File: src/rtl/scan_cmd_parser.sv
// scan_cmd_parser: host UART packet parser that loads the scan-timing
// register set atomically and fires the txdone start strobe.
//
// Ports:
//   sys_clk_100M, reset (async, active-low)
//   rx_data/rx_valid           : received UART byte + 1-cycle strobe
//   tx_data/tx_valid/tx_ready  : ack byte pair out (valid/ready)
//   busy                       : parser not in IDLE
//   txdone                     : START pulse, START_PULSE_LEN cycles
//   err_cnt                    : saturating rejected-packet count
//   frame_nums .. spad_period  : scan-timing parameter registers
`timescale 1ns/1ps
module scan_cmd_parser #(
   parameter int unsigned TIMEOUT_CYCLES  = 1_000_000,
   parameter int unsigned START_PULSE_LEN = 4
) (
   input  logic        sys_clk_100M,
   input  logic        reset,
   input  logic [7:0]  rx_data,
   input  logic        rx_valid,
   output logic [7:0]  tx_data,
   output logic        tx_valid,
   input  logic        tx_ready,
   output logic        busy,
   output logic        txdone,
   output logic [7:0]  err_cnt,
   output logic [7:0]  frame_nums,
   output logic [7:0]  pixel_nums,
   output logic [7:0]  laser_nums,
   output logic [7:0]  spad_nums,
   output logic [8:0]  i_cnt_value,
   output logic [31:0] sig_start_frame,
   output logic [15:0] duty_cycle_frame,
   output logic [31:0] sig_start_spad,
   output logic [15:0] duty_cycle_spad,
   output logic [31:0] sig_start_pixel,
   output logic [15:0] duty_cycle_pixel,
   output logic [31:0] sig_start_laser,
   output logic [15:0] duty_cycle_laser,
   output logic [63:0] frame_period,
   output logic [31:0] pixel_period,
   output logic [31:0] laser_period,
   output logic [31:0] spad_period
);

   localparam int unsigned GW = $clog2(TIMEOUT_CYCLES + 1);
   localparam int unsigned PW = $clog2(START_PULSE_LEN + 1);

   typedef enum logic [2:0] {
      S_IDLE, S_CMD, S_LEN, S_DATA,
      S_CSUM, S_EXEC, S_ACK0, S_ACK1
   } state_t;

   state_t        r_state;
   logic [7:0]    r_cmd;
   logic [7:0]    r_sum;
   logic [7:0]    r_left;
   logic          r_bad;
   logic [63:0]   r_buf;
   logic [GW-1:0] r_gap;
   logic [PW-1:0] r_pulse;

   logic       w_in_pkt;
   logic       w_timeout;
   logic       w_commit;
   logic       w_start;
   logic       w_err_inc;
   logic [4:0] w_map;

   // {known, expected payload length} for a command byte
   function automatic logic [4:0] f_map(input logic [7:0] c);
      case (c)
         8'h01, 8'h02, 8'h03, 8'h04:        return 5'h11;
         8'h05, 8'h07, 8'h09, 8'h0B, 8'h0D: return 5'h12;
         8'h06, 8'h08, 8'h0A, 8'h0C,
         8'h0F, 8'h10, 8'h11:               return 5'h14;
         8'h0E:                             return 5'h18;
         8'h20:                             return 5'h10;
         default:                           return 5'h00;
      endcase
   endfunction

   assign w_map    = f_map(r_cmd);
   assign w_in_pkt = (r_state == S_CMD) || (r_state == S_LEN) ||
                     (r_state == S_DATA) || (r_state == S_CSUM);
   assign w_timeout = w_in_pkt && !rx_valid &&
                      (r_gap == GW'(TIMEOUT_CYCLES - 1));
   assign w_commit  = (r_state == S_EXEC) && !r_bad;
   assign w_start   = w_commit && (r_cmd == 8'h20);
   assign w_err_inc = ((r_state == S_EXEC) && r_bad) || w_timeout;
   assign busy      = (r_state != S_IDLE);

   always_ff @(posedge sys_clk_100M or negedge reset) begin
      if (!reset) begin
         r_state  <= S_IDLE;
         r_cmd    <= '0;
         r_sum    <= '0;
         r_left   <= '0;
         r_bad    <= 1'b0;
         r_buf    <= '0;
         r_gap    <= '0;
         tx_data  <= '0;
         tx_valid <= 1'b0;
         err_cnt  <= '0;
      end else begin
         if (!w_in_pkt || rx_valid || w_timeout)
            r_gap <= '0;
         else
            r_gap <= r_gap + GW'(1);

         case (r_state)
            S_IDLE: begin
               if (rx_valid && rx_data == 8'hA5) begin
                  r_bad   <= 1'b0;
                  r_state <= S_CMD;
               end
            end
            S_CMD: begin
               if (rx_valid) begin
                  r_cmd   <= rx_data;
                  r_sum   <= rx_data;
                  r_state <= S_LEN;
               end
            end
            S_LEN: begin
               if (rx_valid) begin
                  r_sum  <= r_sum + rx_data;
                  r_left <= rx_data;
                  // bad length still consumes len bytes to keep framing
                  if (!w_map[4] || {4'd0, w_map[3:0]} != rx_data)
                     r_bad <= 1'b1;
                  r_state <= (rx_data == 8'd0) ? S_CSUM : S_DATA;
               end
            end
            S_DATA: begin
               if (rx_valid) begin
                  r_buf  <= {r_buf[55:0], rx_data};
                  r_sum  <= r_sum + rx_data;
                  r_left <= r_left - 8'd1;
                  if (r_left == 8'd1)
                     r_state <= S_CSUM;
               end
            end
            S_CSUM: begin
               if (rx_valid) begin
                  if (rx_data != r_sum)
                     r_bad <= 1'b1;
                  r_state <= S_EXEC;
               end
            end
            S_EXEC: begin
               tx_valid <= 1'b1;
               tx_data  <= r_bad ? 8'hEE : 8'h5A;
               r_state  <= S_ACK0;
            end
            S_ACK0: begin
               if (tx_ready) begin
                  tx_data <= r_cmd;
                  r_state <= S_ACK1;
               end
            end
            S_ACK1: begin
               if (tx_ready) begin
                  tx_valid <= 1'b0;
                  r_state  <= S_IDLE;
               end
            end
            default: r_state <= S_IDLE;
         endcase

         if (w_timeout)
            r_state <= S_IDLE;

         if (w_err_inc && err_cnt != 8'hFF)
            err_cnt <= err_cnt + 8'd1;
      end
   end

   // Pulse counter is free-running relative to the FSM; a new START
   // reloads it so the pulse simply stretches.
   always_ff @(posedge sys_clk_100M or negedge reset) begin
      if (!reset) begin
         r_pulse <= '0;
         txdone  <= 1'b0;
      end else if (w_start) begin
         r_pulse <= PW'(START_PULSE_LEN - 1);
         txdone  <= 1'b1;
      end else if (r_pulse != '0) begin
         r_pulse <= r_pulse - PW'(1);
      end else begin
         txdone <= 1'b0;
      end
   end

   // Whole register written in one cycle from the shadow buffer
   always_ff @(posedge sys_clk_100M or negedge reset) begin
      if (!reset) begin
         frame_nums       <= '0;
         pixel_nums       <= '0;
         laser_nums       <= '0;
         spad_nums        <= '0;
         i_cnt_value      <= '0;
         sig_start_frame  <= '0;
         duty_cycle_frame <= '0;
         sig_start_spad   <= '0;
         duty_cycle_spad  <= '0;
         sig_start_pixel  <= '0;
         duty_cycle_pixel <= '0;
         sig_start_laser  <= '0;
         duty_cycle_laser <= '0;
         frame_period     <= '0;
         pixel_period     <= '0;
         laser_period     <= '0;
         spad_period      <= '0;
      end else if (w_commit) begin
         case (r_cmd)
            8'h01: frame_nums       <= r_buf[7:0];
            8'h02: pixel_nums       <= r_buf[7:0];
            8'h03: laser_nums       <= r_buf[7:0];
            8'h04: spad_nums        <= r_buf[7:0];
            8'h05: i_cnt_value      <= r_buf[8:0];
            8'h06: sig_start_frame  <= r_buf[31:0];
            8'h07: duty_cycle_frame <= r_buf[15:0];
            8'h08: sig_start_spad   <= r_buf[31:0];
            8'h09: duty_cycle_spad  <= r_buf[15:0];
            8'h0A: sig_start_pixel  <= r_buf[31:0];
            8'h0B: duty_cycle_pixel <= r_buf[15:0];
            8'h0C: sig_start_laser  <= r_buf[31:0];
            8'h0D: duty_cycle_laser <= r_buf[15:0];
            8'h0E: frame_period     <= r_buf;
            8'h0F: pixel_period     <= r_buf[31:0];
            8'h10: laser_period     <= r_buf[31:0];
            8'h11: spad_period      <= r_buf[31:0];
            default: ;
         endcase
      end
   end

endmodule
File: config.mk
export PLATFORM = sky130hd
export DESIGN_NAME = scan_cmd_parser
export DESIGN_NICKNAME = d
export VERILOG_FILES = /design/src/rtl/scan_cmd_parser.sv
export SDC_FILE = /design/constraint.sdc
export NUM_CORES = 1
export LEC_CHECK = 0
export ABC_AREA = 1
export ABC_CLOCK_PERIOD_IN_PS = 1900
export BUFFER_PORTS_ARGS = -buffer_cell sky130_fd_sc_hd__buf_2
export CORE_MARGIN = 2
export CORE_UTILIZATION = 49
export CTS_CLUSTER_DIAMETER = 30
export DETAILED_ROUTE_END_ITERATION = 12
export PLACE_DENSITY_LB_ADDON = 0.12
export SYNTH_ARGS = -nofsm -noshare
export SYNTH_HDL_FRONTEND = slang
export SYNTH_SLANG_ARGS = --single-unit
File: constraint.sdc
create_clock -name sys_clk_100M -period 1.9 [get_ports sys_clk_100M]
set_input_delay 0.38 -clock sys_clk_100M [delete_from_list [all_inputs] [get_ports sys_clk_100M]]
set_output_delay 0.38 -clock sys_clk_100M [all_outputs]
set_load 0.005 [all_outputs]
==> metrics, run 1 <==
grt total ovfl 0; Clock Latency Late Sink 0.64 ns; fraction of layout instances using a drive strength above 1 0.294; worst slew pin tran just under 0.8 ns; Placed Cells 3082; switching power ~13 mW; Pins Over Slew Limit 0; chip width between 200 and 250 µm; Hold WS between 0.03 and 0.04 ns; Vias/cell 5.33; number of global-route vias before repair 16995; Setup WS pre-CTS -0.108 ns; PortBufs about 420; Post-DP HPWL 42700 µm; Root Buffer clkbuf_16; Bufs on Longest Clock Path 3; Gate power share 0.196; Unique masters post-synth 39; share of power burned in registers 0.329; Layout Skew between 0.02 and 0.03 ns; final setup margin -0.0210 ns; Avg Cell Area, Syn roughly 9.6 µm²; final instance area around 0.028 mm²; peak supply drop slightly below 0.001 V; Rel. slew slack 0.474; Tmin final ~1.9 ns; Final Setup Violations 1; hold worst-path end r_bad$_DFFE_PN0P_; largest net degree at the start of global routing 81; final WL between 60000 and 70000 µm; status finished with violations; WP data required 1.52 ns; Pwr per Cell Area 1460 mW/mm²; Final Wtd Congestion 0.896; synthesis-to-layout area growth 38.1%; Pre-Repair DR Iteration Count 6; H-tree levels 3; CTS tree done; post-synth net total approximately 2200; Die ar. about 0.044 mm²; worst r2r src r_state[0]$_DFFE_PN0P_; R2R Path End frame_period[61]$_DFFE_PN0P_; Placed Instance Area approximately 0.024 mm²; max_cap viols 0; Rows 75; Critical Path Fanout Max 3; DR WL/cell a little under 20 µm; Fmax achieved 521 MHz; synth warn 0; Initial Util 0.494; Hold Path Depth 3; Critical Path AT ~1.5 ns; CP Class flip-flop to output port; post-route ant nets 0; Seq/Total Area, Yosys 0.640; most common cell after layout, fill and taps aside nand2_1; failing checks setup timing; flop2flop setup slack approximately 0.02 ns; Via Count about 18000; Worst-path clk slew approximately 0.050 ns; Cell Area, Synth just over 0.02 mm²; Total Routing Usage GR 0.292; core area between 0.04 and 0.05 mm²; hold wc startpoint rx_valid; IO Count approximately 420; CP startpoint kind flip-flop; global-route wire length before repair a little under 100000 µm; Yosys reg bits approximately 530; min-delay worst type input port to flip-flop; final hold violation count 0; initial antenna violation count 4; total CTS buffers 108; RSZ-0062 raised after global routing yes; Final Cycle Share 1.01; die height 209 µm; clock power share 0.475; crit end category output port; final std cells w/o fill around 3300; internal power between 20 and 30 mW; leading cell types in the layout, fill and taps excluded nand2_1, dfrtp_1, buf_2; DR DRC count 0; Num Clock Sinks around 530; worst reg2reg path depth 9; Lkg Pwr 14.7 nW; sw frac 0.316; Post-synth EDFFs 0; Cells after Synth ~2100; initial DRC count ~1600; total power 41.5 mW; Final Net Count roughly 2700; Main synth FF type dfrtp_1; Synth async-reset ratio 1.00
-- layout make-up --
type	count	area, µm²
repair buffers	555	3570
flip-flops and latches	526	13200
fillers	3239	13200
clock inverters	84	1030
well taps	539	674
inverters	136	523
diodes	2	5.00
clock buffers	121	2850
multi-input cells	1360	6590
-- through the flow --
stage	utilization	TNS, ns
6_report	0.682	-0.0210
5_1_grt	0.682	-0.476
4_1_cts	0.671	-0.0216
3_5_place_dp	0.575	-0.886
3_3_place_gp	0.575	-0.205
2_1_floorplan	-	0
-- repair_timing --
action	in CTS	in global routing
buffers inserted	11	15
setup endpoints to repair	23	335
gates resized for setup	10	50
gates cloned	0	7
hold buffers	1	0
endpoints found under the hold margin	241	0
pin swaps	5	18
-- worst max path at each step --
stage,endpoint,startpoint,depth (start not counted)
2_1_floorplan,r_bad$_DFFE_PN0P_,r_cmd[0]$_DFFE_PN0P_,14
3_3_place_gp,r_sum[6]$_DFFE_PN0P_,rx_data[0],13
3_5_place_dp,r_sum[6]$_DFFE_PN0P_,rx_data[0],13
4_1_cts,busy,r_state[1]$_DFFE_PN0P_,5
5_1_grt,r_state[1]$_DFFE_PN0P_,r_gap[1]$_DFF_PN0_,9
6_report,busy,r_state[0]$_DFFE_PN0P_,5
-- sequential cells by signal, summed over array words and instances (netlist names), 9 cells and up --
signal            cells
duty_cycle_laser     16
duty_cycle_frame     16
spad_period          32
pixel_period         32
sig_start_pixel      32
duty_cycle_spad      16
sig_start_frame      32
laser_period         32
duty_cycle_pixel     16
r_gap                20
i_cnt_value           9
sig_start_spad       32
frame_period         64
sig_start_laser      32
r_buf                64
-- synth_stat cells, types with 2 or more instances --
| library cell | n | share of area |
|---|---|---|
| nand3_1 | 47 | 0.011 |
| nand2_4 | 3 | 0.0016 |
| nand2_1 | 596 | 0.11 |
| nand4_4 | 4 | 0.0041 |
| xor2_1 | 16 | 0.0068 |
| inv_1 | 130 | 0.024 |
| buf_2 | 43 | 0.010 |
| a31oi_1 | 6 | 0.0018 |
| nor3b_1 | 3 | 0.0011 |
| o211ai_1 | 5 | 0.0018 |
| nand4_1 | 17 | 0.0052 |
| mux2_2 | 7 | 0.0038 |
| o22ai_1 | 3 | 0.00091 |
| a21oi_1 | 29 | 0.0071 |
| xnor2_1 | 3 | 0.0013 |
| inv_2 | 5 | 0.00091 |
| nor2_2 | 7 | 0.0021 |
| o21ai_0 | 369 | 0.090 |
| nor2_1 | 73 | 0.013 |
| buf_1 | 3 | 0.00055 |
| ha_1 | 18 | 0.011 |
| nor3_1 | 23 | 0.0056 |
| dfrtp_1 | 526 | 0.64 |
| nand2_2 | 3 | 0.00091 |
| clkbuf_1 | 65 | 0.012 |
| o21ai_1 | 115 | 0.028 |
| nor4_1 | 2 | 0.00061 |
-- per-layer routing --
layer	wire, µm	track usage	vias up
li1	-	-	8147
met5	0	0	-
met4	2660	0.135	0
met3	4030	0.0546	144
met2	32100	0.479	702
met1	27000	0.379	8724
-- worst max-delay path: stages (launching register included) --
cell	delay [ns]
dfrtp_2	0.44
nor2_4	0.16
nor2_4	0.05
nor2_1	0.08
inv_1	0.06
buf_2	0.12
-- power groups by stage --
stage                     Sequential, mW  Combinational, mW  Clock (mW)
after floorplan                     13.6               3.85           0
after global placement              13.7               7.37           0
after detailed placement            13.8               7.49           0
after CTS                           13.6               7.75        19.9
after global routing                13.8               8.96        20.5
final                               13.7               8.16        19.7
-- cells by family (layout without fill, tap and decap cells) --
kind of cell | count (synthesis) | after routing | share of synthesized area
AND/OR/NAND/NOR | 782 | 783 | 0.157
AO/OA/AOI/OAI | 532 | 532 | 0.131
flip-flops | 526 | 526 | 0.640
buffers and inverters | 248 | 896 | 0.0486
adder cells (fa/ha/maj) | 19 | 19 | 0.0119
XOR/XNOR | 19 | 19 | 0.00809
multiplexers | 7 | 7 | 0.00383
other | 0 | 2 | 0
Note: power is estimated with default switching activity, not from simulation.
==> inputs of run 2 (changes only) <==
--- a/config.mk
+++ b/config.mk
@@ -6,10 +6,10 @@
 export NUM_CORES = 1
 export LEC_CHECK = 0
 export ABC_AREA = 1
-export ABC_CLOCK_PERIOD_IN_PS = 1900
+export ABC_CLOCK_PERIOD_IN_PS = 2100
 export BUFFER_PORTS_ARGS = -buffer_cell sky130_fd_sc_hd__buf_2
 export CORE_MARGIN = 2
-export CORE_UTILIZATION = 49
+export CORE_UTILIZATION = 55
 export CTS_CLUSTER_DIAMETER = 30
 export DETAILED_ROUTE_END_ITERATION = 12
 export PLACE_DENSITY_LB_ADDON = 0.12
==> constraint.sdc (replaced) <==
create_clock -name sys_clk_100M -period 2.1 [get_ports sys_clk_100M]
set_input_delay 0.42 -clock sys_clk_100M [delete_from_list [all_inputs] [get_ports sys_clk_100M]]
set_output_delay 0.42 -clock sys_clk_100M [all_outputs]
set_load 0.005 [all_outputs]
==> run 2 against run 1 <==
The run now ends clean. Hold slack better by 0.064 ns. Cell count down 4.3%. Flip-flop and latch count unchanged. Combinational power down 19%. Wire length down 4.7%. Sequential power down 9%. Design area down 3.8%. Die area down 11%. Critical path depth up 3. Clock skew down 0.0051 ns. Power down 13%. Largest cell class unchanged. Largest power group unchanged.
==> metrics, run 2 (same netlist as run 1, synthesis figures left out) <==
Hold Path Depth 3; PortBufs approximately 420; Final Wtd Congestion about 0.92; Tmin final about 2.0 ns; RSZ-0062 raised after global routing yes; Total Routing Usage GR 0.327; max_cap viols 0; Lkg Pwr between 10 and 15 nW; leading cell types in the layout, fill and taps excluded nand2_1, dfrtp_1, buf_2; Critical Path Fanout Max between 60 and 70; fraction of layout instances using a drive strength above 1 0.264; Layout Skew between 0.02 and 0.025 ns; grt total ovfl 0; IO Count between 400 and 500; Final Cycle Share 0.937; status finished clean; DR WL/cell slightly below 20 µm; Critical Path AT ~2.5 ns; crit end category flip-flop; Final Net Count about 2700; Vias/cell approximately 5.5; Fmax achieved between 500 and 600 MHz; top flop regs frame_period x64, r_buf x64; H-tree levels 3; Final TNS setup 0 ns; initial antenna violation count 0; worst reg2reg path depth 8; Pins Over Slew Limit 0; total CTS buffers 103; Die ar. approximately 0.04 mm²; Clock Latency Late Sink approximately 0.63 ns; Pre-Repair DR Iteration Count 5; final hold violation count 0; CTS tree done; Pwr per Cell Area approximately 1300 mW/mm²; Rows 70; Num Clock Sinks 526; ANT cells 0; Initial Util 0.561; number of global-route vias before repair between 15000 and 20000; Rel. slew slack 0.414; FILL cells between 2000 and 3000; CP startpoint kind flip-flop; core area 0.0367 mm²; initial DRC count about 1300; worst slew pin tran 0.878 ns; Setup WS pre-CTS -0.0669 ns; Worst-path clk slew roughly 0.050 ns; global-route wire length before repair 98000 µm; DR DRC count 0; min-delay worst type input port to flip-flop; CP Class flip-flop to flip-flop; WP data required between 2 and 3 ns; synthesis-to-layout area growth 32.8%; Root Buffer clkbuf_16; final setup margin 0.132 ns; Via Count about 18000; peak supply drop 0.000812 V; chip width just under 200 µm; Bufs on Longest Clock Path 3; largest net degree at the start of global routing 77; most common cell after layout, fill and taps aside nand2_1; Post-DP HPWL between 40000 and 50000 µm; final WL approximately 63000 µm; Final Setup Violations 0; Util after Layout 0.745; die height roughly 200 µm; post-route ant nets 0
## run 2: cell types whose count changed in the layout (fill, tap and decap cells not counted), moves of 8 or more
cell / before / now
buf_4: 93 / 55
clkbuf_1: 4 / 12
clkbuf_16: 113 / 103
clkinv_4: 16 / 7
clkinvlp_4: 22 / 11
## run 2: final timing paths
| path | from | endpoint | slack [ns] |
|---|---|---|---|
| min reg2reg | r_gap[0]$_DFF_PN0_ | r_gap[0]$_DFF_PN0_ | 0.46 |
| min | rx_valid | r_bad$_DFFE_PN0P_ | 0.10 |
| max reg2reg | r_cmd[1]$_DFFE_PN0P_ | sig_start_spad[21]$_DFFE_PN0P_ | 0.13 |
| max in group asynchronous | reset | r_sum[0]$_DFFE_PN0P_ | 1.00 |
| min in group asynchronous | reset | frame_period[42]$_DFFE_PN0P_ | 0.28 |
| max | r_cmd[1]$_DFFE_PN0P_ | sig_start_spad[21]$_DFFE_PN0P_ | 0.13 |
## run 2: layout make-up
| cell class | count | area (µm²) | share of cell area |
|---|---|---|---|
| well taps | 468 | 586 | 0.0214 |
| repair buffers | 497 | 2910 | 0.107 |
| inverters | 136 | 515 | 0.0189 |
| flip-flops and latches | 526 | 13200 | 0.482 |
| clock buffers | 126 | 2770 | 0.102 |
| clock inverters | 67 | 890 | 0.0326 |
| multi-input cells | 1360 | 6480 | 0.237 |
## run 2: metrics by stage
| step | cells | hold WS (ns) | cell area (µm²) | total power [mW] |
|---|---|---|---|---|
| 5_1_grt | 3180 | 0.110 | 27300 | 37.6 |
| 6_report | 3180 | 0.101 | 27300 | 36.0 |
| 4_1_cts | 3178 | 0.0708 | 27300 | 36.1 |
| 3_5_place_dp | 2983 | 0.330 | 23600 | 18.9 |
| 2_1_floorplan | 2133 | 0.124 | 20600 | 15.8 |
| 3_3_place_gp | 2983 | 0.327 | 23600 | 18.7 |
## run 2: routing by layer
| layer | vias to the layer above | GRT usage | share of wire |
|---|---|---|---|
| met5 | - | 0 | 0 |
| met4 | 0 | 0.199 | 0.060 |
| met3 | 199 | 0.0671 | 0.073 |
| met2 | 798 | 0.518 | 0.47 |
| met1 | 8541 | 0.418 | 0.39 |
| li1 | 8027 | - | - |
## run 2: power breakdown
| part | total (mW) | switching [mW] | internal (mW) |
|---|---|---|---|
| Clock | 17.0 | 5.60 | 11.4 |
| Sequential | 12.4 | 0.878 | 11.5 |
| Combinational | 6.59 | 4.78 | 1.81 |
| Total | 36.0 | 11.3 | 24.8 |
## run 2: repair_timing
action / CTS / global route
endpoints found under the setup margin: 8 / 151
setup buffers: 1 / 1
hold endpoints to repair: 26 / 0
hold buffers: 1 / 0
cloned: 0 / 1
resized for setup: 0 / 12
pin swaps: 1 / 1
## run 2: critical path, cell delays in order, from the launching register on
cell and delay (ns):
dfrtp_1 0.41, inv_1 0.17, ha_1 0.24, inv_1 0.09
nor3_1 0.39, nand2_4 0.08, buf_12 0.19, nand2_1 0.11
o21ai_0 0.10
